## src/rtl/mm_pkg.sv

```systemverilog
// Shared FSM state type, default dimensions and an index-width helper
// for the matrix multiply-accumulate engine.
package mm_pkg;

    typedef enum logic [1:0] {
        IDLE  = 2'd0,
        MAC   = 2'd1,
        WRITE = 2'd2,
        DONE  = 2'd3
    } state_t;

    localparam int M_DEF  = 4;
    localparam int K_DEF  = 4;
    localparam int N_DEF  = 4;
    localparam int DW_DEF = 8;

    // Keeps index ports at least one bit wide when a dimension is 1.
    function automatic int idx_w(input int n);
        return (n > 1) ? $clog2(n) : 1;
    endfunction

endpackage

```

## src/rtl/mac_unit.sv

```systemverilog
// Signed multiply-accumulate: full-width product, sign-extended into a
// wrapping accumulator that can be cleared or loaded with a base value.
module mac_unit #(
    parameter int DW = 8,
    parameter int CW = 18
) (
    input  logic                 clk,
    input  logic                 resetn,
    input  logic                 clr,
    input  logic                 en,
    input  logic                 load,
    input  logic signed [DW-1:0] a,
    input  logic signed [DW-1:0] b,
    input  logic signed [CW-1:0] base,
    output logic signed [CW-1:0] acc
);

    function automatic logic signed [CW-1:0] sext(input logic signed [2*DW-1:0] p);
        return CW'(p);
    endfunction

    logic signed [2*DW-1:0] prod;

    assign prod = a * b;

    // load replaces the running sum with base on the first term of an element
    always_ff @(posedge clk or negedge resetn) begin
        if (!resetn) begin
            acc <= '0;
        end else if (clr) begin
            acc <= '0;
        end else if (en) begin
            acc <= (load ? base : acc) + sext(prod);
        end
    end

endmodule

```

## src/rtl/matmul_mac_engine.sv

```systemverilog
// Register-file matrix engine computing C = A*B (+C) one element at a time,
// K multiply-accumulate cycles followed by one write-back cycle per element.
module matmul_mac_engine
    import mm_pkg::*;
#(
    parameter int M  = M_DEF,
    parameter int K  = K_DEF,
    parameter int N  = N_DEF,
    parameter int DW = DW_DEF,
    parameter int CW = 2*DW + $clog2(K)
) (
    input  logic                 clk,
    input  logic                 resetn,
    input  logic                 a_we,
    input  logic [idx_w(M)-1:0]  a_row,
    input  logic [idx_w(K)-1:0]  a_col,
    input  logic [DW-1:0]        a_wdata,
    input  logic                 b_we,
    input  logic [idx_w(K)-1:0]  b_row,
    input  logic [idx_w(N)-1:0]  b_col,
    input  logic [DW-1:0]        b_wdata,
    input  logic                 c_re,
    input  logic [idx_w(M)-1:0]  c_row,
    input  logic [idx_w(N)-1:0]  c_col,
    output logic [CW-1:0]        c_rdata,
    output logic                 c_rvalid,
    input  logic                 start,
    input  logic                 accumulate,
    input  logic                 stop,
    output logic                 busy,
    output logic                 done,
    output logic                 aborted
);

    localparam int IW = idx_w(M);
    localparam int KW = idx_w(K);
    localparam int JW = idx_w(N);

    logic signed [DW-1:0] a_mem [M][K];
    logic signed [DW-1:0] b_mem [K][N];
    logic signed [CW-1:0] c_mem [M][N];

    state_t               state_q, state_d;
    logic [IW-1:0]        i_q;
    logic [JW-1:0]        j_q;
    logic [KW-1:0]        k_q;
    logic                 acc_mode_q;
    logic signed [CW-1:0] acc;
    logic signed [CW-1:0] mac_base;
    logic                 frozen, go, k_last, el_last, mac_en, wr_en;

    assign frozen   = (state_q == MAC) || (state_q == WRITE);
    assign go       = (state_q == IDLE) && start && !stop;
    assign k_last   = (k_q == KW'(K-1));
    assign el_last  = (i_q == IW'(M-1)) && (j_q == JW'(N-1));
    assign mac_en   = (state_q == MAC) && !stop;
    assign wr_en    = (state_q == WRITE) && !stop;
    assign mac_base = acc_mode_q ? c_mem[i_q][j_q] : '0;

    always_ff @(posedge clk or negedge resetn) begin
        if (!resetn) begin
            state_q <= IDLE;
        end else begin
            state_q <= state_d;
        end
    end

    always_comb begin
        state_d = state_q;
        busy    = 1'b0;
        done    = 1'b0;
        case (state_q)
            IDLE: begin
                if (go) state_d = MAC;
            end
            MAC: begin
                busy = 1'b1;
                if (stop)        state_d = IDLE;
                else if (k_last) state_d = WRITE;
            end
            WRITE: begin
                busy = 1'b1;
                if (stop)         state_d = IDLE;
                else if (el_last) state_d = DONE;
                else              state_d = MAC;
            end
            DONE: begin
                done    = 1'b1;
                state_d = IDLE;
            end
            default: state_d = IDLE;
        endcase
    end

    // i/j walk C row-major; k walks the dot product of the current element
    always_ff @(posedge clk or negedge resetn) begin
        if (!resetn) begin
            i_q        <= '0;
            j_q        <= '0;
            k_q        <= '0;
            acc_mode_q <= 1'b0;
        end else if (go) begin
            i_q        <= '0;
            j_q        <= '0;
            k_q        <= '0;
            acc_mode_q <= accumulate;
        end else if (mac_en) begin
            k_q <= k_last ? '0 : k_q + KW'(1);
        end else if (wr_en && !el_last) begin
            if (j_q == JW'(N-1)) begin
                j_q <= '0;
                i_q <= i_q + IW'(1);
            end else begin
                j_q <= j_q + JW'(1);
            end
        end
    end

    mac_unit #(
        .DW (DW),
        .CW (CW)
    ) u_mac (
        .clk    (clk),
        .resetn (resetn),
        .clr    (go),
        .en     (mac_en),
        .load   (k_q == '0),
        .a      (a_mem[i_q][k_q]),
        .b      (b_mem[k_q][j_q]),
        .base   (mac_base),
        .acc    (acc)
    );

    // operand storage is frozen while a computation is in flight
    always_ff @(posedge clk or negedge resetn) begin
        if (!resetn) begin
            for (int r = 0; r < M; r++)
                for (int c = 0; c < K; c++)
                    a_mem[r][c] <= '0;
            for (int r = 0; r < K; r++)
                for (int c = 0; c < N; c++)
                    b_mem[r][c] <= '0;
        end else begin
            if (a_we && !frozen) a_mem[a_row][a_col] <= $signed(a_wdata);
            if (b_we && !frozen) b_mem[b_row][b_col] <= $signed(b_wdata);
        end
    end

    always_ff @(posedge clk or negedge resetn) begin
        if (!resetn) begin
            for (int r = 0; r < M; r++)
                for (int c = 0; c < N; c++)
                    c_mem[r][c] <= '0;
        end else if (wr_en) begin
            c_mem[i_q][j_q] <= acc;
        end
    end

    // nonblocking read returns the pre-write value on a same-cycle collision
    always_ff @(posedge clk or negedge resetn) begin
        if (!resetn) begin
            c_rvalid <= 1'b0;
            c_rdata  <= '0;
            aborted  <= 1'b0;
        end else begin
            c_rvalid <= c_re;
            if (c_re) c_rdata <= c_mem[c_row][c_col];
            aborted  <= frozen && stop;
        end
    end

endmodule
```

## config.mk

```make
export PLATFORM = sky130hd
export DESIGN_NAME = matmul_mac_engine
export DESIGN_NICKNAME = d
export VERILOG_FILES = /design/src/rtl/mm_pkg.sv /design/src/rtl/mac_unit.sv /design/src/rtl/matmul_mac_engine.sv
export SDC_FILE = /design/constraint.sdc
export NUM_CORES = 1
export LEC_CHECK = 0
export CORE_MARGIN = 5
export CORE_UTILIZATION = 41
export CTS_CLUSTER_DIAMETER = 60
export DETAILED_ROUTE_END_ITERATION = 7
export HOLD_SLACK_MARGIN = 0.12
export SYNTH_ARGS = -nofsm -noshare
export SYNTH_HDL_FRONTEND = slang
export SYNTH_HIERARCHICAL = 1
export SYNTH_SLANG_ARGS = --single-unit
export TNS_END_PERCENT = 5
```

## constraint.sdc

```tcl
create_clock -name clk -period 6.1 [get_ports clk]
set_clock_uncertainty 0.15 [all_clocks]
set_input_delay 1.22 -clock clk [delete_from_list [all_inputs] [get_ports clk]]
set_output_delay 1.22 -clock clk [all_outputs]
set_load 0.02 [all_outputs]
```

# ---- Yosys cells after proc, flatten, opt, wreduce, memory -nomap -nowiden
# Cells that the tools add are included.
dict set report totals {
  register_bits 591
  input_bits 36
  word_cells 185
}
dict set report op_classes {
  n_addsub 4
  multipliers 1
  order_cmp 15
  eq_ne 9
  n_mux 62
  n_bitwise 9
  reduce_logical 28
}
# operator n
set op_table {}
lappend op_table {{72-bit 2-to-1 mux} 5}
lappend op_table {{72-bit binary-select mux with 2-bit select} 2}
lappend op_table {{288-bit bitwise mux} 1}
lappend op_table {{128-bit bitwise mux} 2}
lappend op_table {{32-bit 2-to-1 mux} 6}
lappend op_table {{18-bit 2-to-1 mux} 9}
lappend op_table {{72-bit demux with 2-bit select} 1}
lappend op_table {{32-bit binary-select mux with 2-bit select} 2}
lappend op_table {{32-bit demux with 2-bit select} 2}
lappend op_table {{18-bit binary-select mux with 2-bit select} 2}
lappend op_table {{8-bit 2-to-1 mux} 6}
lappend op_table {{18-bit demux with 2-bit select} 1}
lappend op_table {{8-bit binary-select mux with 2-bit select} 2}
lappend op_table {{8-bit demux with 2-bit select} 2}
lappend op_table {{2-bit 2-to-1 mux} 16}
lappend op_table {{3-bit greater-or-equal comparator (second input constant)} 9}
lappend op_table {{2-bit inverter with 3-bit output} 9}
lappend op_table {{18-bit by 16-bit adder with 18-bit output} 1}
lappend op_table {{3-bit by 1-bit less-than comparator with 1-bit output (second input constant)} 6}
lappend op_table {{8-bit by 8-bit multiplier with 16-bit output} 1}
lappend op_table {{1-bit logical AND} 15}
lappend op_table {{2-bit equality test (second input constant)} 5}
lappend op_table {{2-bit one-hot mux with 4 select lines} 1}
lappend op_table {{2-bit by 1-bit adder with 2-bit output (second input constant)} 3}
lappend op_table {{11 further kinds} 19}

# ---- Depth between registers and ports, before layout
dict set report depth {
  depth_word 12
  ltp_mapped 26
  ltp_nobuf 22
}

# ---- Modules after synthesis
# Netlist, hierarchy kept.
# mod instances cells_per_inst area_each_um2 seq_area_each_um2
set modules_own_cells {}
lappend modules_own_cells {matmul_mac_engine 1 1831 28358.4 14338.8}
lappend modules_own_cells {mac_unit 1 425 4187.8 450.4}

# ---- Worst setup path before layout
# Ideal clock, no wire load.
dict set report synth_path {
  path_kind {flip-flop to flip-flop}
  start {register i_q[1]}
  end {register u_mac.acc[12]}
  setup_time_ns 0.122
  t_arrival_ns 6.078
  path_slack_ns -0.250
  stages_incl_launch_ff 19
  path_buffers 2
  cell_sequence {dfrtp_1 -> buf_2 -> clkbuf_1 -> mux4_2 -> mux4_2 -> and2_1 -> inv_1 -> fa_1 -> inv_1 -> fa_1 -> fa_1 -> fa_1 -> fa_1 -> ha_1 -> o21ai_1 -> a21boi_2 -> o211a_1 -> or3_1 -> a32o_1}
}
dict set report synth_via {
  elab_chain_cells 12
  elab_cells_between_ends 19
  classes_between {add/sub (1); mul (1); mux (16); bitwise (1)}
}
# element line
set synth_rtl {}
lappend synth_rtl {{start: declaration} matmul_mac_engine.sv:44} ;# logic [IW-1:0] i_q;
lappend synth_rtl {{start signal: assignment} matmul_mac_engine.sv:112} ;# i_q <= i_q + IW'(1);
lappend synth_rtl {{2-bit inverter with 3-bit output (not written as such) (*)} {matmul_mac_engine.sv:58, matmul_mac_engine.sv:128}}
lappend synth_rtl {{parallel branches: the longest is 8 deep, another holds 8-bit by 8-bit multiplier with 16-bit output} n/a}
lappend synth_rtl {{18-bit by 16-bit adder with 18-bit output (*)} mac_unit.sv:33} ;# acc <= (load ? base : acc) + sext(prod);
lappend synth_rtl {{18-bit 2-to-1 mux (*)} mac_unit.sv:32} ;# end else if (en) begin
lappend synth_rtl {{18-bit 2-to-1 mux (*)} mac_unit.sv:30} ;# end else if (clr) begin
lappend synth_rtl {{end signal: assignment} mac_unit.sv:33}
lappend synth_rtl {{end: declaration} mac_unit.sv:15} ;# output logic signed [CW-1:0] acc
# Every way passes the cells marked *. The select of a mux whose other input is x is not followed.
# A chain may end at the register's enable or synchronous reset.

# ---- Final worst setup path
dict set report layout_path {
  start {register k_q[0]}
  end {register u_mac.acc[12]}
}
dict set report layout_via {
  elab_chain_cells 11
  elab_cells_between_ends 16
  classes_between {add/sub (1); mul (1); mux (12); bitwise (1); reduce/logical (1)}
}
# element line
set layout_rtl {}
lappend layout_rtl {{start: declaration} matmul_mac_engine.sv:46} ;# logic [KW-1:0] k_q;
lappend layout_rtl {{start signal: assignment} matmul_mac_engine.sv:108} ;# k_q <= k_last ? '0 : k_q + KW'(1);
lappend layout_rtl {{2-bit inverter with 3-bit output (not written as such)} {matmul_mac_engine.sv:128, matmul_mac_engine.sv:129}}
lappend layout_rtl {{32-bit binary-select mux with 2-bit select} matmul_mac_engine.sv:129} ;# .b (b_mem[k_q][j_q]),
lappend layout_rtl {{32-bit 2-to-1 mux (not written as such) (2 in series)} matmul_mac_engine.sv:129}
lappend layout_rtl {{8-bit binary-select mux with 2-bit select} matmul_mac_engine.sv:129}
lappend layout_rtl {{8-bit 2-to-1 mux (not written as such) (2 in series)} matmul_mac_engine.sv:129}
lappend layout_rtl {{8-bit by 8-bit multiplier with 16-bit output} mac_unit.sv:24} ;# assign prod = a * b;
lappend layout_rtl {{18-bit by 16-bit adder with 18-bit output (*)} mac_unit.sv:33}
lappend layout_rtl {{18-bit 2-to-1 mux (*)} mac_unit.sv:32}
lappend layout_rtl {{18-bit 2-to-1 mux (*)} mac_unit.sv:30}
# Mark *: on every way between the ends. The rest lies on a longest branch, timed or not. The select of a mux whose other input is x is not followed.

==> run_results.csv <==
group,metric,value,unit
detailed_routing,drtPass1Iterations,7,
clocking,cts_tree,"done",
place,place_hpwl,55640,µm
critical_path,end_kind,"flop",
critical_path,crit_type,"reg2reg",
critical_path,setup.worst_path.start_class,"flop",
logic_synthesis,ys_warn_count,6,
critical_path,cp_max_fo,8,
layout,area_growth,16.28,%
timing,rsz0062_at_grt,"yes",
clocking,clkSinkCount,591,
layout,fin_nets,2556,
die,initial_core_util,41.27,%
logic_synthesis,mappedNetlistArea,0.03255,mm²
detailed_routing,totalWireLength,87150,µm
critical_path,cp_data_required_time,6460,ps
place,dpl_cell_area,0.03486,mm²
logic_synthesis,syn_inst,2256,
die,ios,58,
global_routing,met2_usage,33.98,%
clocking,root_buffer,"clkbuf_16",
logic_synthesis,syn_nets,2429,
logic_synthesis,syn_avg_cell_area,14.43,µm²
layout,stdcell_area,0.03785,mm²
critical_path,worst_ep_arrival_time,6450,ps
clocking,cts_buffer_depth,3,
global_routing,overflow,0,
min_path,hold_class,"reg2reg",
layout,final_util,47.99,%
timing,fin_ws,0.5707,ps
detailed_routing,drc,0,
place,pre_cts_ws,-302.2,ps
global_routing,grt_usage,20.45,%
detailed_routing,drt-wirelength-per-cell,24.99,µm
place,routabilityCongestion,0.8117,
global_routing,antenna_found_initial,1,
global_routing,use_met3,3.362,%
job,drv_cap,0,
run_status,status,"complete, no violations",
logic_synthesis,synth_seq_cells,591,
logic_synthesis,yosysSeqAreaShare,45.44,%
global_routing,grt_start_max_net_pins,131,
logic_synthesis,synth_edf_count,0,
place,port_buffers,57,
detailed_routing,drtIter0Drc,1219,
logic_synthesis,synthTopCellsByArea,"dfrtp_1 45%, mux2_2 20%, mux4_2 14%, fa_1 4.9%, ha_1 2.2%",
logic_synthesis,synth_area_leader_cell,"dfrtp_1",
timing,slew-limit-headroom,23.66,%
clocking,cts_buffers,69,
logic_synthesis,synthArstFlopShare,100.0,%
die,die_w,291.7,µm
clocking,clk-insertion-delay-late,620,ps
timing,setup_viol,0,
global_routing,grt_pass1_wl,135500,µm
clocking,h-tree-depth,3,
die,coreArea,0.07887,mm²
die,die_h,291.7,µm
timing,period_needed,6099,ps
timing,max_freq,0.1640,GHz
timing,hold_viol,0,
timing,fin_crit_sh,99.99,%
detailed_routing,route.vias.total,20150,
clocking,ctsHoldBuffers,0,
die,rows,103,
layout,drive_above_1_share,46.55,%
global_routing,grt_pass1_vias,21820,
clocking,clkTransAtPathRegs,60,ps
timing,report.final.slew_viol_count,0,
logic_synthesis,synth_cell_type_count,61,
detailed_routing,viasPerCell,5.778,
global_routing,grt.busiest_layer,"met2",
global_routing,use_met1,27.81,%
die,die_area,0.08512,mm²
logic_synthesis,ys.flop_type,"dfrtp_1",
logic_synthesis,synth_top_area_share,45.44,%
detailed_routing,antenna_left,0,
timing,tightest_slew,1143,ps
[what timing repair did]
item / 4_1_cts / 5_1_grt
setup endpoints to repair: 10 / 10
gates resized for setup: 40 / 41
cloned: 3 / 2
pin swaps: 45 / 27
buffers inserted: 18 / 4
[routing by layer]
layer	part of all wire (%)	vias to the layer above
met3	4.7	173
met4	3.2	0
met5	0	-
met1	43	10790
met2	49	544
li1	-	8640
[synthesized netlist by cell type, types with 2 or more instances]
master	instances
o32ai_1	6
nor2_1	40
buf_2	54
nand4b_1	2
o22ai_1	46
a21oi_1	36
o21a_1	2
o31ai_1	8
clkbuf_1	70
or2_2	3
mux2i_1	65
a211oi_1	20
o21ai_1	2
mux2_2	572
nor4b_2	2
nor2b_1	40
o21ai_0	26
ha_1	57
mux4_2	200
nand3b_1	2
dfrtp_1	591
xnor2_1	13
a21o_1	3
nand2_1	59
and3_1	6
and4bb_1	4
inv_2	2
clkinv_1	2
nand3_1	13
buf_6	12
a31oi_1	4
nor3_1	15
buf_1	8
fa_1	80
nand3_2	16
or3_1	2
a221o_1	8
inv_1	91
buf_4	10
and2_1	34
nand2b_1	9
xor2_1	2
[through the flow]
stage | std cells | hold slack [ps] | TNS, ps
finish | 3487 | 347.0 | 0
global route | 3486 | 357.2 | -1045
CTS | 3480 | 350.5 | -40.28
detailed placement | 3335 | 337.9 | -1907
global placement | 3335 | 331.0 | -1236
floorplan | 2256 | 323.9 | 0
[worst paths after layout]
kind	from	endpoint	slack, ps	cells after the start
setup / recovery	k_q[0]$_DFFE_PN0P_	u_mac/acc[12]$_DFFE_PN0P_	0.6	16
hold / removal	a_mem[40]$_DFFE_PN0P_	a_mem[40]$_DFFE_PN0P_	350	1
setup reg to reg	k_q[0]$_DFFE_PN0P_	u_mac/acc[12]$_DFFE_PN0P_	0.6	16
hold reg to reg	a_mem[40]$_DFFE_PN0P_	a_mem[40]$_DFFE_PN0P_	350	1
max in group asynchronous	resetn	a_mem[15]$_DFFE_PN0P_	3860	2
min in group asynchronous	resetn	c_rdata[0]$_DFFE_PN0P_	550	1
[placed cells by master (no fill, tap or decap), drive strengths merged, types with 29 or more instances in the layout]
cell | synthesis | layout
dfrtp | 591 | 591
mux2 | 572 | 572
mux4 | 200 | 200
buf | 84 | 156
clkbuf | 70 | 98
inv | 93 | 96
fa | 80 | 80
mux2i | 65 | 65
nand2 | 59 | 59
ha | 57 | 57
clkdlybuf4s50 | 0 | 52
o22ai | 46 | 46
nor2b | 40 | 40
nor2 | 40 | 40
a21oi | 37 | 37
and2 | 34 | 34
nand3 | 29 | 29
[flip-flops by register name (all words and copies together) (netlist names)]
signal      count
c_mem         288
a_mem         128
b_mem         128
c_rdata        18
u_mac/acc      18
i_q             2
j_q             2
k_q             2
state_q         2
aborted         1
acc_mode_q      1
c_rvalid        1
[cell families after synthesis]
family	count (synthesis)	share of synthesized area, %
xor gates and xnor gates	15	0.4037
AOI/OAI and AO/OA	175	3.594
and+or+nand+nor	252	4.348
adders and majority gates	137	7.112
muxes	837	35.63
buffers and inverters	249	3.471
DFF	591	45.44
[area by class of cell]
type | count | area [µm²]
multi-input combinational | 1416 | 16910
antenna | 1 | 2.502
inverter | 95 | 366.6
sequential | 591 | 14800
clock buffer | 97 | 2014
clock inverter | 27 | 310.3
timing repair inverter | 1 | 7.507
fill | 6820 | 41020
timing repair buffer | 209 | 2126
tap | 1050 | 1314
[worst max-delay path, cell delays in order (launching register included)]
cell,delay (ps)
dfrtp_2,480
buf_12,140
buf_16,120
buf_4,130
mux4_2,510
mux4_2,610
and2_1,210
fa_1,480
fa_1,520
fa_1,570
fa_1,410
ha_1,290
ha_2,190
or3_4,400
o211a_1,240
or3_1,310
a32o_1,250
Power is not shown: default switching activity piles up to over one toggle a cycle in this logic, so the estimate is an artifact.
